[config.mk]
export PLATFORM = sky130hd
export DESIGN_NAME = mem_axi_bridge
export DESIGN_NICKNAME = d
export VERILOG_FILES = /design/src/rtl/mem_axi_bridge.sv
export SDC_FILE = /design/constraint.sdc
export NUM_CORES = 1
export LEC_CHECK = 0
export ABC_CLOCK_PERIOD_IN_PS = 1700
export CAP_MARGIN = 30
export CORE_ASPECT_RATIO = 1.1
export CORE_UTILIZATION = 39
export CTS_BUF_LIST = sky130_fd_sc_hd__clkbuf_4 sky130_fd_sc_hd__clkbuf_8
export DETAILED_ROUTE_END_ITERATION = 12
export PLACE_DENSITY = 0.84
export SYNTH_ARGS = -nofsm -noshare
export SYNTH_HDL_FRONTEND = slang
export SYNTH_SLANG_ARGS = --single-unit
[constraint.sdc]
create_clock -name clk -period 1.7 [get_ports clk]
set_input_delay 0.17 -clock clk [delete_from_list [all_inputs] [get_ports clk]]
set_output_delay 0.17 -clock clk [all_outputs]
set_load 0.005 [all_outputs]
[src/rtl/mem_axi_bridge.sv]
// Core load/store/fetch request port to AXI4-Lite master bridge.
// One transaction in flight; optional per-transaction timeout latches a terminal fault.
module mem_axi_bridge #(
   parameter int unsigned ADDR_W  = 32,
   parameter int unsigned DATA_W  = 32,
   parameter int unsigned TIMEOUT = 0
) (
   input  logic                  clk,
   input  logic                  rstn,
   input  logic                  req_valid,
   output logic                  req_ready,
   input  logic                  req_we,
   input  logic [ADDR_W-1:0]     req_addr,
   input  logic [DATA_W-1:0]     req_wdata,
   input  logic [DATA_W/8-1:0]   req_wstrb,
   input  logic                  req_is_instr,
   output logic                  resp_valid,
   output logic [DATA_W-1:0]     resp_rdata,
   output logic                  resp_err,
   output logic [2:0]            resp_exc,
   output logic                  bus_fault,
   output logic                  m_is_instr,
   output logic [ADDR_W-1:0]     m_axi_araddr,
   output logic                  m_axi_arvalid,
   input  logic                  m_axi_arready,
   input  logic [DATA_W-1:0]     m_axi_rdata,
   input  logic [1:0]            m_axi_rresp,
   input  logic                  m_axi_rvalid,
   output logic                  m_axi_rready,
   output logic [ADDR_W-1:0]     m_axi_awaddr,
   output logic                  m_axi_awvalid,
   input  logic                  m_axi_awready,
   output logic [DATA_W-1:0]     m_axi_wdata,
   output logic [DATA_W/8-1:0]   m_axi_wstrb,
   output logic                  m_axi_wvalid,
   input  logic                  m_axi_wready,
   input  logic [1:0]            m_axi_bresp,
   input  logic                  m_axi_bvalid,
   output logic                  m_axi_bready
);

   localparam int unsigned STRB_W = DATA_W / 8;
   localparam int unsigned CNT_W  = (TIMEOUT > 0) ? $clog2(TIMEOUT + 1) : 1;

   typedef enum logic [2:0] {IDLE, RD_A, RD_D, WR_AW, WR_B, FAULT} state_t;

   state_t              state, state_d;
   logic [CNT_W-1:0]    cnt, cnt_d;
   logic                aw_done, aw_done_d, w_done, w_done_d;
   logic                req_ready_d, resp_valid_d, resp_err_d, bus_fault_d, m_is_instr_d;
   logic [DATA_W-1:0]   resp_rdata_d, wdata_d;
   logic [2:0]          resp_exc_d;
   logic [ADDR_W-1:0]   araddr_d, awaddr_d;
   logic [STRB_W-1:0]   wstrb_d;
   logic                arvalid_d, rready_d, awvalid_d, wvalid_d, bready_d;
   logic                aw_hs, w_hs, rd_err, wr_err;

   // SLVERR and DECERR both map to an error response
   assign rd_err = (m_axi_rresp == 2'b10) || (m_axi_rresp == 2'b11);
   assign wr_err = (m_axi_bresp == 2'b10) || (m_axi_bresp == 2'b11);
   assign aw_hs  = m_axi_awvalid && m_axi_awready;
   assign w_hs   = m_axi_wvalid && m_axi_wready;

   always_comb begin
      state_d      = state;
      cnt_d        = cnt;
      aw_done_d    = aw_done;
      w_done_d     = w_done;
      resp_valid_d = 1'b0;
      resp_rdata_d = resp_rdata;
      resp_err_d   = resp_err;
      resp_exc_d   = resp_exc;
      bus_fault_d  = bus_fault;
      m_is_instr_d = m_is_instr;
      araddr_d     = m_axi_araddr;
      awaddr_d     = m_axi_awaddr;
      wdata_d      = m_axi_wdata;
      wstrb_d      = m_axi_wstrb;
      arvalid_d    = m_axi_arvalid;
      rready_d     = m_axi_rready;
      awvalid_d    = m_axi_awvalid;
      wvalid_d     = m_axi_wvalid;
      bready_d     = m_axi_bready;

      if (state != IDLE && cnt != CNT_W'(TIMEOUT)) cnt_d = cnt + CNT_W'(1);

      unique case (state)
         IDLE: begin
            if (req_valid && req_ready) begin
               cnt_d        = '0;
               m_is_instr_d = req_is_instr;
               if (req_we) begin
                  state_d   = WR_AW;
                  awaddr_d  = req_addr;
                  wdata_d   = req_wdata;
                  wstrb_d   = req_wstrb;
                  awvalid_d = 1'b1;
                  wvalid_d  = 1'b1;
                  aw_done_d = 1'b0;
                  w_done_d  = 1'b0;
               end else begin
                  state_d   = RD_A;
                  araddr_d  = req_addr;
                  arvalid_d = 1'b1;
               end
            end
         end
         RD_A: begin
            if (m_axi_arvalid && m_axi_arready) begin
               arvalid_d = 1'b0;
               rready_d  = 1'b1;
               state_d   = RD_D;
            end
         end
         RD_D: begin
            if (m_axi_rvalid && m_axi_rready) begin
               rready_d     = 1'b0;
               resp_valid_d = 1'b1;
               resp_rdata_d = m_axi_rdata;
               resp_err_d   = rd_err;
               resp_exc_d   = rd_err ? (m_is_instr ? 3'd4 : 3'd1) : 3'd0;
               state_d      = IDLE;
            end
         end
         WR_AW: begin
            // AW and W complete independently, in any order
            if (aw_hs) begin
               awvalid_d = 1'b0;
               aw_done_d = 1'b1;
            end
            if (w_hs) begin
               wvalid_d = 1'b0;
               w_done_d = 1'b1;
            end
            if (aw_done_d && w_done_d) begin
               bready_d = 1'b1;
               state_d  = WR_B;
            end
         end
         WR_B: begin
            if (m_axi_bvalid && m_axi_bready) begin
               bready_d     = 1'b0;
               resp_valid_d = 1'b1;
               resp_rdata_d = '0;
               resp_err_d   = wr_err;
               resp_exc_d   = wr_err ? 3'd2 : 3'd0;
               state_d      = IDLE;
            end
         end
         FAULT: ;
         default: state_d = IDLE;
      endcase

      // timeout fires on the edge where the count reaches TIMEOUT; completion on that edge wins
      if (TIMEOUT != 0 && state != IDLE && state != FAULT && state_d != IDLE &&
          cnt == CNT_W'(TIMEOUT - 1)) begin
         state_d      = FAULT;
         resp_valid_d = 1'b1;
         resp_err_d   = 1'b1;
         resp_exc_d   = 3'd3;
         bus_fault_d  = 1'b1;
         arvalid_d    = 1'b0;
         rready_d     = 1'b0;
         awvalid_d    = 1'b0;
         wvalid_d     = 1'b0;
         bready_d     = 1'b0;
      end

      req_ready_d = (state_d == IDLE);
   end

   always_ff @(posedge clk or negedge rstn) begin
      if (!rstn) begin
         state         <= IDLE;
         cnt           <= '0;
         aw_done       <= 1'b0;
         w_done        <= 1'b0;
         req_ready     <= 1'b1;
         resp_valid    <= 1'b0;
         resp_rdata    <= '0;
         resp_err      <= 1'b0;
         resp_exc      <= 3'd0;
         bus_fault     <= 1'b0;
         m_is_instr    <= 1'b0;
         m_axi_araddr  <= '0;
         m_axi_awaddr  <= '0;
         m_axi_wdata   <= '0;
         m_axi_wstrb   <= '0;
         m_axi_arvalid <= 1'b0;
         m_axi_rready  <= 1'b0;
         m_axi_awvalid <= 1'b0;
         m_axi_wvalid  <= 1'b0;
         m_axi_bready  <= 1'b0;
      end else begin
         state         <= state_d;
         cnt           <= cnt_d;
         aw_done       <= aw_done_d;
         w_done        <= w_done_d;
         req_ready     <= req_ready_d;
         resp_valid    <= resp_valid_d;
         resp_rdata    <= resp_rdata_d;
         resp_err      <= resp_err_d;
         resp_exc      <= resp_exc_d;
         bus_fault     <= bus_fault_d;
         m_is_instr    <= m_is_instr_d;
         m_axi_araddr  <= araddr_d;
         m_axi_awaddr  <= awaddr_d;
         m_axi_wdata   <= wdata_d;
         m_axi_wstrb   <= wstrb_d;
         m_axi_arvalid <= arvalid_d;
         m_axi_rready  <= rready_d;
         m_axi_awvalid <= awvalid_d;
         m_axi_wvalid  <= wvalid_d;
         m_axi_bready  <= bready_d;
      end
   end

endmodule

==> results by group <==
Yosys
  • Number of flip-flops and latches in the synthesized netlist: 149
  • Sequential element share of the synthesized area: 0.631
  • Net count after synthesis: 532
  • Synthesized area per cell: 14.1 um2
  • Count of yosys warnings during synthesis: 0
  • Netlist area before placement: 5910 um2
  • Gate count after technology mapping: 418
  • Count of unique library cells instantiated by Yosys: 32

Worst setup path
  • Family of cells with the greatest summed delay on the critical path: flip-flops
  • R2r startpoint: req_ready
  • Worst setup path category: reg2reg
  • WP buf/inv: 1
  • Slowest-stage cell, CP: sky130_fd_sc_hd__dfstp_2
  • Register-to-register path setup slack: 0.003 ns
  • Highest cell delay on the worst timing path: 0.53 ns
  • WP data arrival: 2.02 ns
  • Crit path max fanout: 15
  • Crit. End Element: flop
  • CP required: 2.03 ns
  • Worst-path cell chain: nor4b_4 > and3_4 > clkbuf_16 > mux2_2
  • Start point of the critical path: req_ready
  • Startpoint Class: flop

Power
  • Switching part of the total: 0.289
  • Worst ir drop on vdd: 0.000945 V
  • Logic pwr share: 0.450
  • Leakage power figure: 4.20 nW
  • Switching Power: 4.69 mW
  • Part of the total power dissipated in sequential elements: 0.390
  • Power per unit of standard cell area: 1710 nW/um2
  • Share of total power in the clock network: 0.160
  • Internal power of the cells: 11.6 mW
  • Total power after layout: 16.2 mW

CTS
  • Later-pin clock latency in the skew report: 0.44 ns
  • H-tree lvl count: 4
  • Root Buffer: sky130_fd_sc_hd__clkbuf_8
  • Clock edge transition at the registers on the reported setup and hold paths: 0.08 ns
  • Maximum buffer depth of the clock tree: 2
  • Number of buffers inserted during clock tree synthesis: 17
  • Clock tree from TritonCTS: done
  • Num Clock Sinks: 149

Routing
  • Final routed wire length divided by cell count: 17.5 um
  • Post-detailed-route count of antenna-violating nets: 0
  • Vias after detailed routing: 4374
  • DRC marker count from the first detailed-route iteration: 158
  • Final WL: 15900 um
  • Drt drc: 0
  • Number of iterations in the first detailed-routing pass: 4
  • Post-DR vias/cell: 4.81

Global route
  • GR Layer Usage met1: 0.220
  • All-layer global routing usage: 0.203
  • Met3 usage: 0.0760
  • Number of global-route vias before repair: 4787
  • Initial antenna violation count: 0
  • Total congestion overflow after global routing: 0
  • Gr busiest metal: met2
  • Global-route track usage on met2: 0.360
  • Largest net degree at the start of global routing: 51
  • Wire length of the first global-routing pass: 24600 um

Layout
  • Fill cells: 1079
  • Syn-to-layout area delta: 60.5%
  • Count of non-filler cells in the finished layout: 910
  • Final #Nets: 819
  • Share of post-route cells with drive strength above 1: 0.205
  • Antenna fix cells: 0
  • Commonest non-fill, non-tap cells in the layout: sky130_fd_sc_hd__clkdlybuf4s50_1 (253), sky130_fd_sc_hd__dfrtp_1 (147), sky130_fd_sc_hd__mux2_2 (49), sky130_fd_sc_hd__nand2_1 (38), sky130_fd_sc_hd__mux2_1 (34)
  • Leading cell type in the layout, fill and taps excluded: sky130_fd_sc_hd__clkdlybuf4s50_1

Placement
  • Gp weighted congestion: 0.799
  • Input/output buffers: 255
  • Placed Instances: 866
  • Total half-perimeter wirelength after legalization and detailed placement: 11400 um

Floorplan
  • Number of top-level pins: 259
  • Initial core utilization: 0.405
  • Y dimension of the die: 131 um
  • Core area: 14600 um2
  • Placement Rows: 46
  • Width of the chip: 119 um
  • Die area: 15700 um2

STA
  • Maximum achievable frequency: 589 MHz
  • Clock tree skew after final layout: 0.0130 ns
  • Final clock period utilization by the worst path: 0.998
  • Final number of hold-violating endpoints: 0
  • Time the worst path needs with I/O delays and setup: 1.70 ns
  • Setup repair after global routing missed its margin: yes
  • # setup viols final: 0
  • Fin. max-slew vios: 0

Run status
  • Run status: finished, final reports clean

Min path
  • Hold Path Class: in2async

Job
  • Number of max-capacitance violations reported: 0
area by class of cell:
type                    count  area, um2  area share
well taps                 192        240      0.0253
multi-input cells         214       2050       0.216
flip-flops and latches    149       3730       0.393
inverters                  33        124      0.0131
clock inverters            11        101      0.0107
repair buffers            290       2960       0.312
clock buffers              21        283      0.0298
synth_stat cells, drive strengths merged:
cell type    n  share of area
and3         2         0.0021
nand2       38          0.024
nor2b        2         0.0021
dfrtp      148           0.63
mux2       105           0.20
and4         1         0.0015
a32o         1         0.0017
conb         1        0.00063
and3b        2         0.0030
nor4b        1         0.0040
o2bb2ai      1         0.0015
mux2i       33          0.056
nor2         1        0.00063
nand3        2         0.0025
nor3b        3         0.0038
nand3b       3         0.0038
a22oi        2         0.0025
a2bb2oi      3         0.0044
o31ai        1         0.0013
a31oi        2         0.0021
dfstp        1         0.0044
nor3         1        0.00085
a21oi        4         0.0034
clkbuf       5         0.0032
or3b         1         0.0015
buf         17          0.017
nand4b       2         0.0030
o21ai        2         0.0017
inv         33          0.021
power by group through the flow:
stage          sequential [mW]  clock (mW)  combinational, mW
2_1_floorplan             6.37           0               2.23
3_3_place_gp              6.21           0               6.67
3_5_place_dp              6.39           0               6.92
4_1_cts                   6.33        2.70               7.05
5_1_grt                   6.56        2.85               7.80
6_report                  6.34        2.60               7.31
metrics by stage:
stage	setup slack (ns)	setup TNS, ns	utilization	hold slack, ns	cell area (um2)
final	0.00263	0	0.649	0.207	9490
after global routing	-0.0773	-3.75	0.649	0.197	9490
after detailed placement	-0.0972	-1.68	0.605	0.105	8850
after floorplan	-0.0662	-3.08	-	-0.126	5950
after global placement	-0.00610	-0.0111	0.605	0.0960	8850
after CTS	-0.0479	-0.576	0.636	0.184	9300
registers in the layout, summed over array words and instances, names as in the netlist:
register,flops
resp_valid,1
m_axi_arvalid,1
m_axi_bready,1
m_axi_awvalid,1
m_axi_rready,1
m_axi_wvalid,1
m_axi_araddr,32
resp_exc,3
resp_rdata,32
m_is_instr,1
m_axi_wstrb,4
state,3
m_axi_wdata,32
m_axi_awaddr,32
resp_err,1
aw_done,1
w_done,1
req_ready,1
routing by layer:
layer	vias up	wire, um
li1	1987	-
met1	2175	6280
met2	190	8110
met3	22	1240
met4	0	295
met5	-	0
kinds of logic (layout without fill, tap and decap cells):
| logic type | after synthesis | in the layout | synth area share |
|---|---|---|---|
| compound gates | 16 | 16 | 0.0186 |
| mux | 138 | 138 | 0.256 |
| flops | 149 | 149 | 0.631 |
| other cells | 1 | 1 | 0.000634 |
| buf+inv | 55 | 355 | 0.0415 |
| simple gates | 59 | 59 | 0.0529 |
worst reg2reg max path, stage by stage, from the launching register on:
cell and delay [ns]:
sky130_fd_sc_hd__dfstp_2 0.53, sky130_fd_sc_hd__nor4b_4 0.21, sky130_fd_sc_hd__and3_4 0.30, sky130_fd_sc_hd__clkbuf_16 0.21, sky130_fd_sc_hd__mux2_2 0.34
final timing paths:
kind / end / depth (start not counted)
max: m_axi_wdata[31] / 4
min in group clk: resp_rdata[26] / 3
max in group asynchronous: resp_rdata[20] / 3
min: m_axi_awaddr[27] / 2
max reg2reg: m_axi_wdata[31] / 4
min reg2reg: m_axi_awaddr[12] / 1
repair_timing:
action | 4_1_cts | 5_1_grt
setup endpoints to repair | 78 | 112
hold endpoints to repair | 56 | 0
pin swaps | 1 | 3
setup buffers | 1 | 8
hold buffers | 1 | 0
gates cloned | 0 | 2
resized for setup | 13 | 20
(Power assumes the default switching activity.)
